### config.mk
export PLATFORM = sky130hd
export DESIGN_NAME = bus_copy_master_flat
export DESIGN_NICKNAME = d
export VERILOG_FILES = /design/src/rtl/bus_copy_master_if.sv /design/src/rtl/bus_copy_master.sv /design/src/flat_wrapper.sv
export SDC_FILE = /design/constraint.sdc
export NUM_CORES = 1
export LEC_CHECK = 0
export ABC_AREA = 1
export BUFFER_PORTS_ARGS = -buffer_cell sky130_fd_sc_hd__buf_2
export CELL_PAD_IN_SITES_DETAIL_PLACEMENT = 1
export CELL_PAD_IN_SITES_GLOBAL_PLACEMENT = 1
export CORE_ASPECT_RATIO = 0.75
export CORE_MARGIN = 4
export CORE_UTILIZATION = 40
export DETAILED_ROUTE_END_ITERATION = 8
export GPL_TIMING_DRIVEN = 0
export MAX_ROUTING_LAYER = met4
export PLACE_DENSITY = 0.92
export REMOVE_ABC_BUFFERS = 1
export SETUP_SLACK_MARGIN = 0.05
export SLEW_MARGIN = 20
export SYNTH_ARGS = -nofsm -noshare
export SYNTH_HDL_FRONTEND = slang
export SYNTH_SLANG_ARGS = --single-unit
### constraint.sdc
create_clock -name clk -period 2.55 [get_ports clk]
set_clock_uncertainty 0.15 [all_clocks]
set_input_delay 0.3825 -clock clk [delete_from_list [all_inputs] [get_ports clk]]
set_output_delay 0.3825 -clock clk [all_outputs]
set_load 0.01 [all_outputs]
### src/rtl/bus_copy_master_if.sv
`default_nettype none
// ============================================================================
// Module   : master_bus_if
// Purpose  : Shared memory bus between one initiator and one memory/peripheral.
// Revision : 1.0
// ============================================================================
interface master_bus_if;
    logic        bstart;
    logic        ttype;    // 0 = READ, 1 = WRITE
    logic [1:0]  tsize;    // 0 = BYTE, 1 = HALF, 2 = WORD
    logic [31:0] addr;
    logic [31:0] wdata;
    logic [31:0] rdata;
    logic        bdone;

    modport master (
        output bstart, ttype, tsize, addr, wdata,
        input  rdata, bdone
    );

    modport slave (
        input  bstart, ttype, tsize, addr, wdata,
        output rdata, bdone
    );
endinterface
`default_nettype wire

### src/rtl/bus_copy_master.sv
`default_nettype none
// ============================================================================
// Module   : bus_copy_master
// Purpose  : Bus initiator copying a block of 32-bit words, one read then one
//            write per word, with alignment check and optional bdone timeout.
// Revision : 1.0
// ============================================================================
module bus_copy_master #(
    parameter int LEN_W    = 16,
    parameter int MAX_WAIT = 0
) (
    input  logic             clk,
    input  logic             rst_n,
    master_bus_if.master     bus,
    input  logic             start,
    input  logic [31:0]      src_addr,
    input  logic [31:0]      dst_addr,
    input  logic [LEN_W-1:0] len,
    output logic             busy,
    output logic             done,
    output logic             error,
    output logic [1:0]       err_code
);
    localparam logic       c_read        = 1'b0;
    localparam logic       c_write       = 1'b1;
    localparam logic [1:0] c_size_word   = 2'd2;
    localparam logic [1:0] c_err_none    = 2'd0;
    localparam logic [1:0] c_err_align   = 2'd1;
    localparam logic [1:0] c_err_timeout = 2'd2;
    localparam int         c_wait_w      = (MAX_WAIT > 1) ? $clog2(MAX_WAIT + 1) : 1;
    localparam logic [c_wait_w-1:0] c_wait_last = c_wait_w'((MAX_WAIT > 0) ? MAX_WAIT - 1 : 0);

    typedef enum logic [2:0] {
        S_IDLE = 3'd0,
        S_RD   = 3'd1,
        S_WR   = 3'd2,
        S_FIN  = 3'd3,
        S_ERR  = 3'd4
    } state_t;

    state_t              r_state;
    state_t              w_next;
    logic [31:0]         r_src;
    logic [31:0]         r_dst;
    logic [LEN_W-1:0]    r_rem;
    logic [31:0]         r_addr;
    logic                r_ttype;
    logic [31:0]         r_data;
    logic [c_wait_w-1:0] r_wait;
    logic [1:0]          r_err_code;
    logic                w_misalign;
    logic                w_active;
    logic                w_timeout;

    assign w_misalign = (src_addr[1:0] != 2'b00) || (dst_addr[1:0] != 2'b00);
    assign w_active   = (r_state == S_RD) || (r_state == S_WR);
    // Expires on the MAX_WAIT-th consecutive cycle without bdone.
    assign w_timeout  = (MAX_WAIT > 0) && w_active && !bus.bdone && (r_wait == c_wait_last);

    always_comb begin
        w_next = r_state;
        case (r_state)
            S_IDLE: begin
                if (start) begin
                    if (w_misalign)
                        w_next = S_ERR;
                    else if (len == '0)
                        w_next = S_FIN;
                    else
                        w_next = S_RD;
                end
            end
            S_RD: begin
                if (bus.bdone)
                    w_next = S_WR;
                else if (w_timeout)
                    w_next = S_ERR;
            end
            S_WR: begin
                if (bus.bdone)
                    w_next = (r_rem == LEN_W'(1)) ? S_FIN : S_RD;
                else if (w_timeout)
                    w_next = S_ERR;
            end
            S_FIN:   w_next = S_IDLE;
            S_ERR:   w_next = S_IDLE;
            default: w_next = S_IDLE;
        endcase
    end

    always_ff @(posedge clk or negedge rst_n) begin
        if (!rst_n) begin
            r_state    <= S_IDLE;
            r_src      <= '0;
            r_dst      <= '0;
            r_rem      <= '0;
            r_addr     <= '0;
            r_ttype    <= c_read;
            r_data     <= '0;
            r_wait     <= '0;
            r_err_code <= c_err_none;
        end else begin
            r_state <= w_next;
            if (w_next != r_state)
                r_wait <= '0;
            else if (w_active && !bus.bdone)
                r_wait <= r_wait + 1'b1;

            case (r_state)
                S_IDLE: begin
                    if (start) begin
                        r_src      <= src_addr;
                        r_dst      <= dst_addr;
                        r_rem      <= len;
                        r_err_code <= w_misalign ? c_err_align : c_err_none;
                        if (w_next == S_RD) begin
                            r_addr  <= src_addr;
                            r_ttype <= c_read;
                        end
                    end
                end
                S_RD: begin
                    if (bus.bdone) begin
                        r_data  <= bus.rdata;
                        r_addr  <= r_dst;
                        r_ttype <= c_write;
                    end else if (w_timeout) begin
                        r_err_code <= c_err_timeout;
                    end
                end
                S_WR: begin
                    if (bus.bdone) begin
                        r_src   <= r_src + 32'd4;
                        r_dst   <= r_dst + 32'd4;
                        r_rem   <= r_rem - LEN_W'(1);
                        r_addr  <= r_src + 32'd4;
                        r_ttype <= c_read;
                    end else if (w_timeout) begin
                        r_err_code <= c_err_timeout;
                    end
                end
                default: ;
            endcase
        end
    end

    assign bus.bstart = w_active;
    assign bus.ttype  = r_ttype;
    assign bus.tsize  = c_size_word;
    assign bus.addr   = r_addr;
    assign bus.wdata  = r_data;
    assign busy       = w_active;
    assign done       = (r_state == S_FIN);
    assign error      = (r_state == S_ERR);
    assign err_code   = r_err_code;
endmodule
`default_nettype wire

### src/flat_wrapper.sv
// flat-port wrapper written by rule: the top's interface ports become plain ports
module bus_copy_master_flat 
#(
    parameter int LEN_W    = 16,
    parameter int MAX_WAIT = 0
)
  (clk, rst_n, start, src_addr, dst_addr, len, busy, done, error, err_code, bus_bstart, bus_ttype, bus_tsize, bus_addr, bus_wdata, bus_rdata, bus_bdone);
  master_bus_if bus_i ();
  input  logic clk;
  input  logic rst_n;
  input  logic start;
  input  logic [31:0] src_addr;
  input  logic [31:0] dst_addr;
  input  logic [LEN_W-1:0] len;
  output logic busy;
  output logic done;
  output logic error;
  output logic [1:0] err_code;
  output wire logic [$bits(bus_i.bstart)-1:0] bus_bstart;
  output wire logic [$bits(bus_i.ttype)-1:0] bus_ttype;
  output wire logic [$bits(bus_i.tsize)-1:0] bus_tsize;
  output wire logic [$bits(bus_i.addr)-1:0] bus_addr;
  output wire logic [$bits(bus_i.wdata)-1:0] bus_wdata;
  input wire logic [$bits(bus_i.rdata)-1:0] bus_rdata;
  input wire logic [$bits(bus_i.bdone)-1:0] bus_bdone;
  assign bus_bstart = bus_i.bstart;
  assign bus_ttype = bus_i.ttype;
  assign bus_tsize = bus_i.tsize;
  assign bus_addr = bus_i.addr;
  assign bus_wdata = bus_i.wdata;
  assign bus_i.rdata = bus_rdata;
  assign bus_i.bdone = bus_bdone;
  bus_copy_master #(.LEN_W(LEN_W), .MAX_WAIT(MAX_WAIT)) u_core (.clk(clk), .rst_n(rst_n), .bus(bus_i), .start(start), .src_addr(src_addr), .dst_addr(dst_addr), .len(len), .busy(busy), .done(done), .error(error), .err_code(err_code));
endmodule
==> results.ini, run 1 <==
[job]
drv_cap=0

[synth]
synth-warning-count=0
post_synth_instance_area_sq_um=8840
syn-mean-instance-area_sq_um=7.26
synth_cell_types=40
synth_seq_area_share_pct=42.2
post_syn_instances=1218
synth_seq_cells=149

[drt]
viasPerCell=5.57
post-route-drc-count=0
drt_pre_antenna_iters=5
vias=9561
ant_nets=0
finalWirelength_mm=35.3
initialDrtViolationCount=833
final_routed_wire_length_divided_by_cell_count_microns=20.6

[die]
io-pin-count=189
die-area_sq_um=24600
floorplan.core_area_sq_um=21400
fp.dieH_microns=137
row_count=46
initial_core_util_pct=41.3
chipWidth_microns=180

[timing]
hold_slack_ns=0.00939
hold_viol=0
worst_slew_margin_rel_pct=56.9
final.setup.tns_ns=0
setup_viol=0
maxClockFrequency_mhz=400
fin_crit_period_ns=2.50
worst-slew-pin-transition_ns=0.641
final_cycle_share_pct=98.1
final_max_slew_viol_count=0

[power]
total_power_uw=9920
pwr-share-seq_pct=40.3
p_leak_uw=0.00549
power.share.combinational_pct=33.9
clock_power_share_pct=25.8
power.net_switching_uw=4060
power_switching_share_pct=40.9
cellPowerDensity_nw_per_um2=894
vdd_ir_drop_max_mv=0.498
internal_power_uw=5860

[layout]
drive_gt1_share_pct=21.9
area_growth_from_synthesis_to_final_layout_pct=25.5
final_core_utilization_pct=51.8
n_fill_cell=2780
final_nets=1533
count_of_non_filler_cells_in_the_finished_layout=1716

[cts]
ctsLongestPathBuffers=2
tritoncts_num_sinks=149
clk_root_buffer_cell=sky130_fd_sc_hd__clkbuf_16
cts.htree.levels=4
cts_tree=yes
clk-insertion-delay-late_ns=0.46
cts_inserted_buffers=17
clkSlewWorstSetupHoldPaths_ns=0.07

[critical_path]
worst_setup_path_start_kind=register
cp.buffers_inverters=3
critical-path-max-stage-delay_ns=0.49
worstPathMaxFanout=30
cp_common_cell=sky130_fd_sc_hd__nand2_8
critical_path.top_delay_family=simple AND/OR/NAND/NOR gates
worst_setup_ep_type=register
critPathKind=register to register
required_ns=2.72
worstPathArrival_ns=2.67
slowest_stage=sky130_fd_sc_hd__dfrtp_2
worstPathCellList=nor2_4 > nand2_8 > buf_16 > nand2_8 > inv_8 > a22oi_1 > nand2_2 > clkinv_8 > nand2_8 > nand2_1 > nand2_1

[placed_design]
gpl_wtd_cong=0.914
detailed_place_hpwl_mm=23.5
placement.io_buffers=185
number_of_cells_after_detailed_placement=1648

[global_route]
global_route.overflow_total=0
overall_fraction_of_global_route_tracks_in_use_pct=28.3
maximum_number_of_pins_on_one_net_before_global_route_repair=89
grt_pass1_vias=10206
grt_antenna_before_repair=3
grt_pass1_wl_mm=53.9

[min_path]
hold_path_class=input port to register

[run_status]
outcome=completed

## registers in the layout (all words and copies together), names as in the netlist
| register | count |
|---|---|
| u_core.r_state | 3 |
| u_core.bus.wdata | 32 |
| u_core.r_dst | 32 |
| u_core.r_rem | 16 |
| u_core.r_src | 32 |
| u_core.bus.addr | 32 |
| u_core.err_code | 1 |
| u_core.bus.ttype | 1 |
## area by class of cell
type                    instances  area, sq um  share of cell area (%)
multi-input cells             922         4610                    41.5
flip-flops and latches        149         3730                    33.6
diodes                          3         7.51                  0.0677
repair buffers                223         1400                    12.6
inverters                     100          413                    3.72
well taps                     288          360                    3.25
clock buffers                  17          425                    3.83
clock inverters                14          151                    1.36
## synth_stat cells
master,n,area [sq um]
sky130_fd_sc_hd__nand2_1,386,1450
sky130_fd_sc_hd__nor2_1,155,582
sky130_fd_sc_hd__dfrtp_1,149,3730
sky130_fd_sc_hd__nand3_1,96,480
sky130_fd_sc_hd__inv_1,94,353
sky130_fd_sc_hd__o21ai_0,81,405
sky130_fd_sc_hd__mux2_2,32,360
sky130_fd_sc_hd__a31oi_1,29,181
sky130_fd_sc_hd__buf_2,24,120
sky130_fd_sc_hd__a21oi_1,21,105
sky130_fd_sc_hd__o211ai_1,19,143
sky130_fd_sc_hd__nor3_1,13,65.1
sky130_fd_sc_hd__clkbuf_1,12,45.0
sky130_fd_sc_hd__nand4_1,12,75.1
sky130_fd_sc_hd__or2_2,11,68.8
sky130_fd_sc_hd__o22ai_1,9,56.3
sky130_fd_sc_hd__xor2_1,9,78.8
sky130_fd_sc_hd__buf_4,8,60.1
sky130_fd_sc_hd__nand3b_1,7,52.6
sky130_fd_sc_hd__a22oi_1,6,45.0
sky130_fd_sc_hd__inv_2,5,18.8
sky130_fd_sc_hd__nand2_4,5,56.3
sky130_fd_sc_hd__buf_1,4,15.0
sky130_fd_sc_hd__buf_6,4,45.0
sky130_fd_sc_hd__ha_1,4,50.1
sky130_fd_sc_hd__o221ai_1,4,35.0
sky130_fd_sc_hd__conb_1,2,7.51
sky130_fd_sc_hd__nand2_2,2,12.5
sky130_fd_sc_hd__nand3_2,2,20.0
sky130_fd_sc_hd__nor3b_1,2,15.0
sky130_fd_sc_hd__o21bai_1,2,15.0
sky130_fd_sc_hd__a21oi_4,1,16.3
sky130_fd_sc_hd__a2bb2oi_1,1,8.76
sky130_fd_sc_hd__clkinv_2,1,5.00
sky130_fd_sc_hd__nand4_4,1,21.3
sky130_fd_sc_hd__nor2_4,1,11.3
sky130_fd_sc_hd__nor3_2,1,10.0
sky130_fd_sc_hd__o21a_1,1,7.51
sky130_fd_sc_hd__o31ai_1,1,7.51
sky130_fd_sc_hd__xnor2_1,1,8.76
## timing repair
| action | CTS | global route |
|---|---|---|
| cloned | 2 | 3 |
| setup buffers | 3 | 10 |
| endpoints found under the hold margin | 75 | 1 |
| hold buffers | 15 | 1 |
| pin swaps | 3 | 7 |
| endpoints found under the setup margin | 51 | 52 |
| gates resized for setup | 20 | 7 |
## power groups by stage
stage | Combinational [uW] | Clock [uW] | Sequential (uW)
2_1_floorplan | 1640 | 0 | 4000
3_3_place_gp | 2960 | 0 | 3910
3_5_place_dp | 3120 | 0 | 3990
4_1_cts | 3250 | 2580 | 3960
5_1_grt | 3720 | 2710 | 4090
6_report | 3360 | 2560 | 3990
## logic make-up after synthesis
family,count (synthesis),synth area share (%)
xor gates and xnor gates,10,0.991
and+or+nand+nor,694,33.0
adders and majority gates,4,0.566
AOI/OAI and AO/OA,175,11.6
muxes,32,4.08
DFF,149,42.2
other,2,0.0849
buffers and inverters,152,7.49
## routing by layer
metal | GRT usage [%] | up-vias | wire, microns
met5 | - | - | 0
met4 | 9.48 | 0 | 872
met3 | 4.76 | 72 | 2340
met2 | 45.7 | 412 | 17000
met1 | 36.7 | 4700 | 15000
li1 | - | 4377 | -
## placed cells by master (no fill, tap or decap), types with 3 or more instances in the layout
cell and instances:
sky130_fd_sc_hd__clkinvlp_4 6, sky130_fd_sc_hd__dlygate4sd3_1 16, sky130_fd_sc_hd__clkinv_4 4, sky130_fd_sc_hd__nand2_1 384, sky130_fd_sc_hd__o211ai_1 19, sky130_fd_sc_hd__nor2_1 154
sky130_fd_sc_hd__inv_8 4, sky130_fd_sc_hd__nor3_1 13, sky130_fd_sc_hd__buf_8 5, sky130_fd_sc_hd__ha_1 4, sky130_fd_sc_hd__a31oi_1 29, sky130_fd_sc_hd__o221ai_1 4
sky130_fd_sc_hd__nand2_4 3, sky130_fd_sc_hd__o21ai_0 81, sky130_fd_sc_hd__clkbuf_16 18, sky130_fd_sc_hd__buf_16 4, sky130_fd_sc_hd__nand3_1 96, sky130_fd_sc_hd__dfrtp_1 146
sky130_fd_sc_hd__inv_1 92, sky130_fd_sc_hd__buf_4 12, sky130_fd_sc_hd__a21oi_1 21, sky130_fd_sc_hd__dfrtp_2 3, sky130_fd_sc_hd__a22oi_1 6, sky130_fd_sc_hd__or2_2 11
sky130_fd_sc_hd__mux2_2 32, sky130_fd_sc_hd__nand3b_1 7, sky130_fd_sc_hd__xor2_1 9, sky130_fd_sc_hd__nand2_8 8, sky130_fd_sc_hd__nand4_1 12, sky130_fd_sc_hd__o22ai_1 9
sky130_fd_sc_hd__buf_2 184, sky130_fd_sc_hd__conb_1 3, sky130_fd_sc_hd__diode_2 3
## stage by stage
step,cell area (sq um),worst slack (ns)
after global placement,9850,-8.11
after global routing,11100,-0.000528
after detailed placement,10000,-0.810
final,11100,0.0482
after floorplan,8560,-4.09
after CTS,10900,0.0804
## worst reg2reg max path, cell delays in order, from the launching register on
cell and delay [ns]:
sky130_fd_sc_hd__dfrtp_2 0.49, sky130_fd_sc_hd__nor2_4 0.22, sky130_fd_sc_hd__nand2_8 0.16, sky130_fd_sc_hd__buf_16 0.22, sky130_fd_sc_hd__nand2_8 0.13, sky130_fd_sc_hd__inv_8 0.10, sky130_fd_sc_hd__a22oi_1 0.25, sky130_fd_sc_hd__nand2_2 0.18
sky130_fd_sc_hd__clkinv_8 0.15, sky130_fd_sc_hd__nand2_8 0.14, sky130_fd_sc_hd__nand2_1 0.10, sky130_fd_sc_hd__nand2_1 0.10
## final timing paths
check | start | endpoint | slack, ns | cells past startpoint
setup / recovery | u_core.r_state[2] | u_core.bus.addr[25] | 0.05 | 11
hold / removal | bus_rdata[1] | u_core.bus.wdata[1] | 0.009 | 2
setup reg to reg | u_core.r_state[2] | u_core.bus.addr[25] | 0.05 | 11
hold reg to reg | u_core.bus.addr[0] | u_core.bus.addr[0] | 0.32 | 2
max in group asynchronous | rst_n | u_core.r_dst[31] | 1.12 | 3
min in group asynchronous | rst_n | u_core.bus.addr[4] | 0.31 | 2
No activity file was read; power rests on OpenSTA's default activity.
==> run 2: changes to the inputs <==
- clock period: 2.55 -> 2.6 ns (I/O delays scaled with it)
==> run 2 against run 1 <==
Net effect: via count decreased by 0.63%; final area down 2.2%; first-iteration DRC count is 6.6% higher; highest routed layer unchanged.
==> results.ini, run 2 (same netlist as run 1, synthesis figures left out) <==
[critical_path]
worst_setup_path_start_kind=register
worstRegToRegCells=11  ; unchanged
worstPathMaxFanout=34  ; +13%
critical-path-max-stage-delay_ns=0.49  ; about the same
worstPathCellList=nor2_4 > nand2_4 > inv_8 > nand2_8 > nand2_1 > inv_2 > nand4_4 > nand2_8 > nand2_8 > nand2_1 > nand2_1
critPathKind=register to register
endpoint=u_core.bus.addr[25]
required_ns=2.82  ; +0.10 ns
slowest_stage=sky130_fd_sc_hd__dfrtp_2
critical_path.reg2reg.endpoint=u_core.bus.addr[25]
worst_setup_ep_type=register
worstPathArrival_ns=2.71  ; +0.04 ns
reg2reg_setup_slack_ns=0.11  ; +0.06 ns
rr_startpoint=u_core.r_state[2]
cp-startpoint=u_core.r_state[2]

[die]
chipWidth_microns=180  ; unchanged
io-pin-count=189  ; unchanged
floorplan.core_area_sq_um=21400  ; unchanged
initial_core_util_pct=41.3  ; unchanged
fp.dieH_microns=137  ; unchanged
row_count=46  ; unchanged
die-area_sq_um=24600  ; unchanged

[power]
p_leak_uw=0.00536  ; -2.2%
vdd_ir_drop_max_mv=0.494  ; -0.85%
cellPowerDensity_nw_per_um2=888  ; -0.67%

[timing]
final_cycle_share_pct=95.9  ; -2.2 points
final_max_slew_viol_count=0  ; unchanged
hold_slack_ns=0.0183  ; +0.00887 ns
setup_slack_ns=0.107  ; +0.0592 ns
maxClockFrequency_mhz=401  ; +0.37%
setup_viol=0  ; unchanged
worst_slew_margin_rel_pct=59.9  ; +2.9 points
grt_setup_unrepaired=yes
worst-slew-pin-transition_ns=0.598  ; -0.0435 ns
hold_viol=0  ; unchanged
fin_crit_period_ns=2.49  ; -0.00920 ns

[cts]
ctsLongestPathBuffers=2  ; unchanged
cts.htree.levels=4  ; unchanged
clk_root_buffer_cell=sky130_fd_sc_hd__clkbuf_16
cts_tree=yes
clkSlewWorstSetupHoldPaths_ns=0.07  ; about the same
tritoncts_num_sinks=149  ; unchanged
cts_inserted_buffers=17  ; unchanged
clk-insertion-delay-late_ns=0.45  ; about the same

[placed_design]
detailed_place_hpwl_mm=23.5  ; unchanged
place_ws_ns=-0.760  ; +0.0500 ns
gpl_wtd_cong=0.914  ; unchanged
placement.io_buffers=185  ; unchanged

[global_route]
global_route.overflow_total=0  ; unchanged
grt_pass1_vias=10064  ; -1.4%
grt_antenna_before_repair=4  ; +1
overall_fraction_of_global_route_tracks_in_use_pct=27.6  ; -0.76 points
maximum_number_of_pins_on_one_net_before_global_route_repair=89  ; unchanged
grt_pass1_wl_mm=52.6  ; -2.4%

[run_status]
outcome=completed

[layout]
area_growth_from_synthesis_to_final_layout_pct=22.8
mostFrequentLayoutCells=sky130_fd_sc_hd__nand2_1 (384), sky130_fd_sc_hd__buf_2 (184), sky130_fd_sc_hd__nor2_1 (154)
layout.cells.most_common=sky130_fd_sc_hd__nand2_1
final_nets=1508  ; -1.6%
drive_gt1_share_pct=21.6  ; -0.25 points

[drt]
initialDrtViolationCount=888  ; +6.6%
final_routed_wire_length_divided_by_cell_count_microns=20.1  ; -2.2%
post-route-drc-count=0  ; unchanged
viasPerCell=5.62  ; +0.78%
drt_pre_antenna_iters=5  ; unchanged
vias=9501  ; -0.63%
ant_nets=0  ; unchanged
finalWirelength_mm=34.0  ; -3.5%

[min_path]
hold_path_class=input port to register

[job]
drv_cap=0  ; unchanged

run 2: worst max-delay path, delay by kind of cell (launching register included):
kind,cells,cell delay [ns]
DFF,1,0.49
and+or+nand+nor,9,1.46
buffers and inverters,2,0.28
run 2: power by group:
group / switching (uW) / total [uW] / internal [uW] / leakage, uW
Sequential: 772 / 3910 / 3140 / 0.00179
Clock: 1160 / 2510 / 1340 / 0.000269
Combinational: 2000 / 3220 / 1220 / 0.00331
run 2: metrics by stage:
stage          utilization, %  power [uW]  std cells  cell area [sq um]  TNS [ns]
6_report                 50.7        9640       1692              10900         0
5_1_grt                  50.7       10200       1692              10900         0
4_1_cts                  50.3        9580       1685              10800         0
3_5_place_dp             46.9        6970       1648              10000    -23.53
3_3_place_gp             46.0        6730       1640               9850   -879.12
2_1_floorplan               -        5540       1167               8560   -334.14
run 2: area by class of cell:
class                           count  area (sq um)
Fill cell                        2783         10600
Multi-Input combinational cell    921          4590
Clock inverter                     14           151
Timing Repair Buffer              198          1160
Antenna cell                        4          10.0
Tap cell                          288           360
Inverter                          100           418
Clock buffer                       17           425
Sequential cell                   149          3730
Timing Repair inverter              1          8.76
run 2: routing by layer:
| layer | track usage (%) | vias up | part of all wire, % |
|---|---|---|---|
| met5 | - | - | 0 |
| met3 | 5.23 | 67 | 6.4 |
| met2 | 44.4 | 400 | 48 |
| li1 | - | 4330 | - |
| met1 | 35.4 | 4704 | 43 |
| met4 | 9.35 | 0 | 2.3 |
run 2: worst min-delay path by stage:
stage | slack, ns | startpoint | depth (start not counted) | endpoint
6_report | 0.02 | bus_rdata[12] | 2 | u_core.bus.wdata[12]
5_1_grt | 0.003 | bus_rdata[24] | 2 | u_core.bus.wdata[24]
4_1_cts | 0.002 | bus_rdata[12] | 2 | u_core.bus.wdata[12]
3_5_place_dp | 0.21 | rst_n | 1 | u_core.bus.addr[4]
3_3_place_gp | 0.30 | u_core.bus.addr[16] | 2 | u_core.bus.addr[16]
2_1_floorplan | -0.06 | rst_n | 0 | u_core.bus.addr[0]
run 2: what timing repair did:
action | in CTS | in global routing
endpoints found under the hold margin | 61 | 0
gates cloned | 2 | 2
pin swaps | 3 | 2
buffers inserted | 3 | 1
hold buffers | 1 | 0
endpoints found under the setup margin | 48 | 45
gates resized for setup | 17 | 11
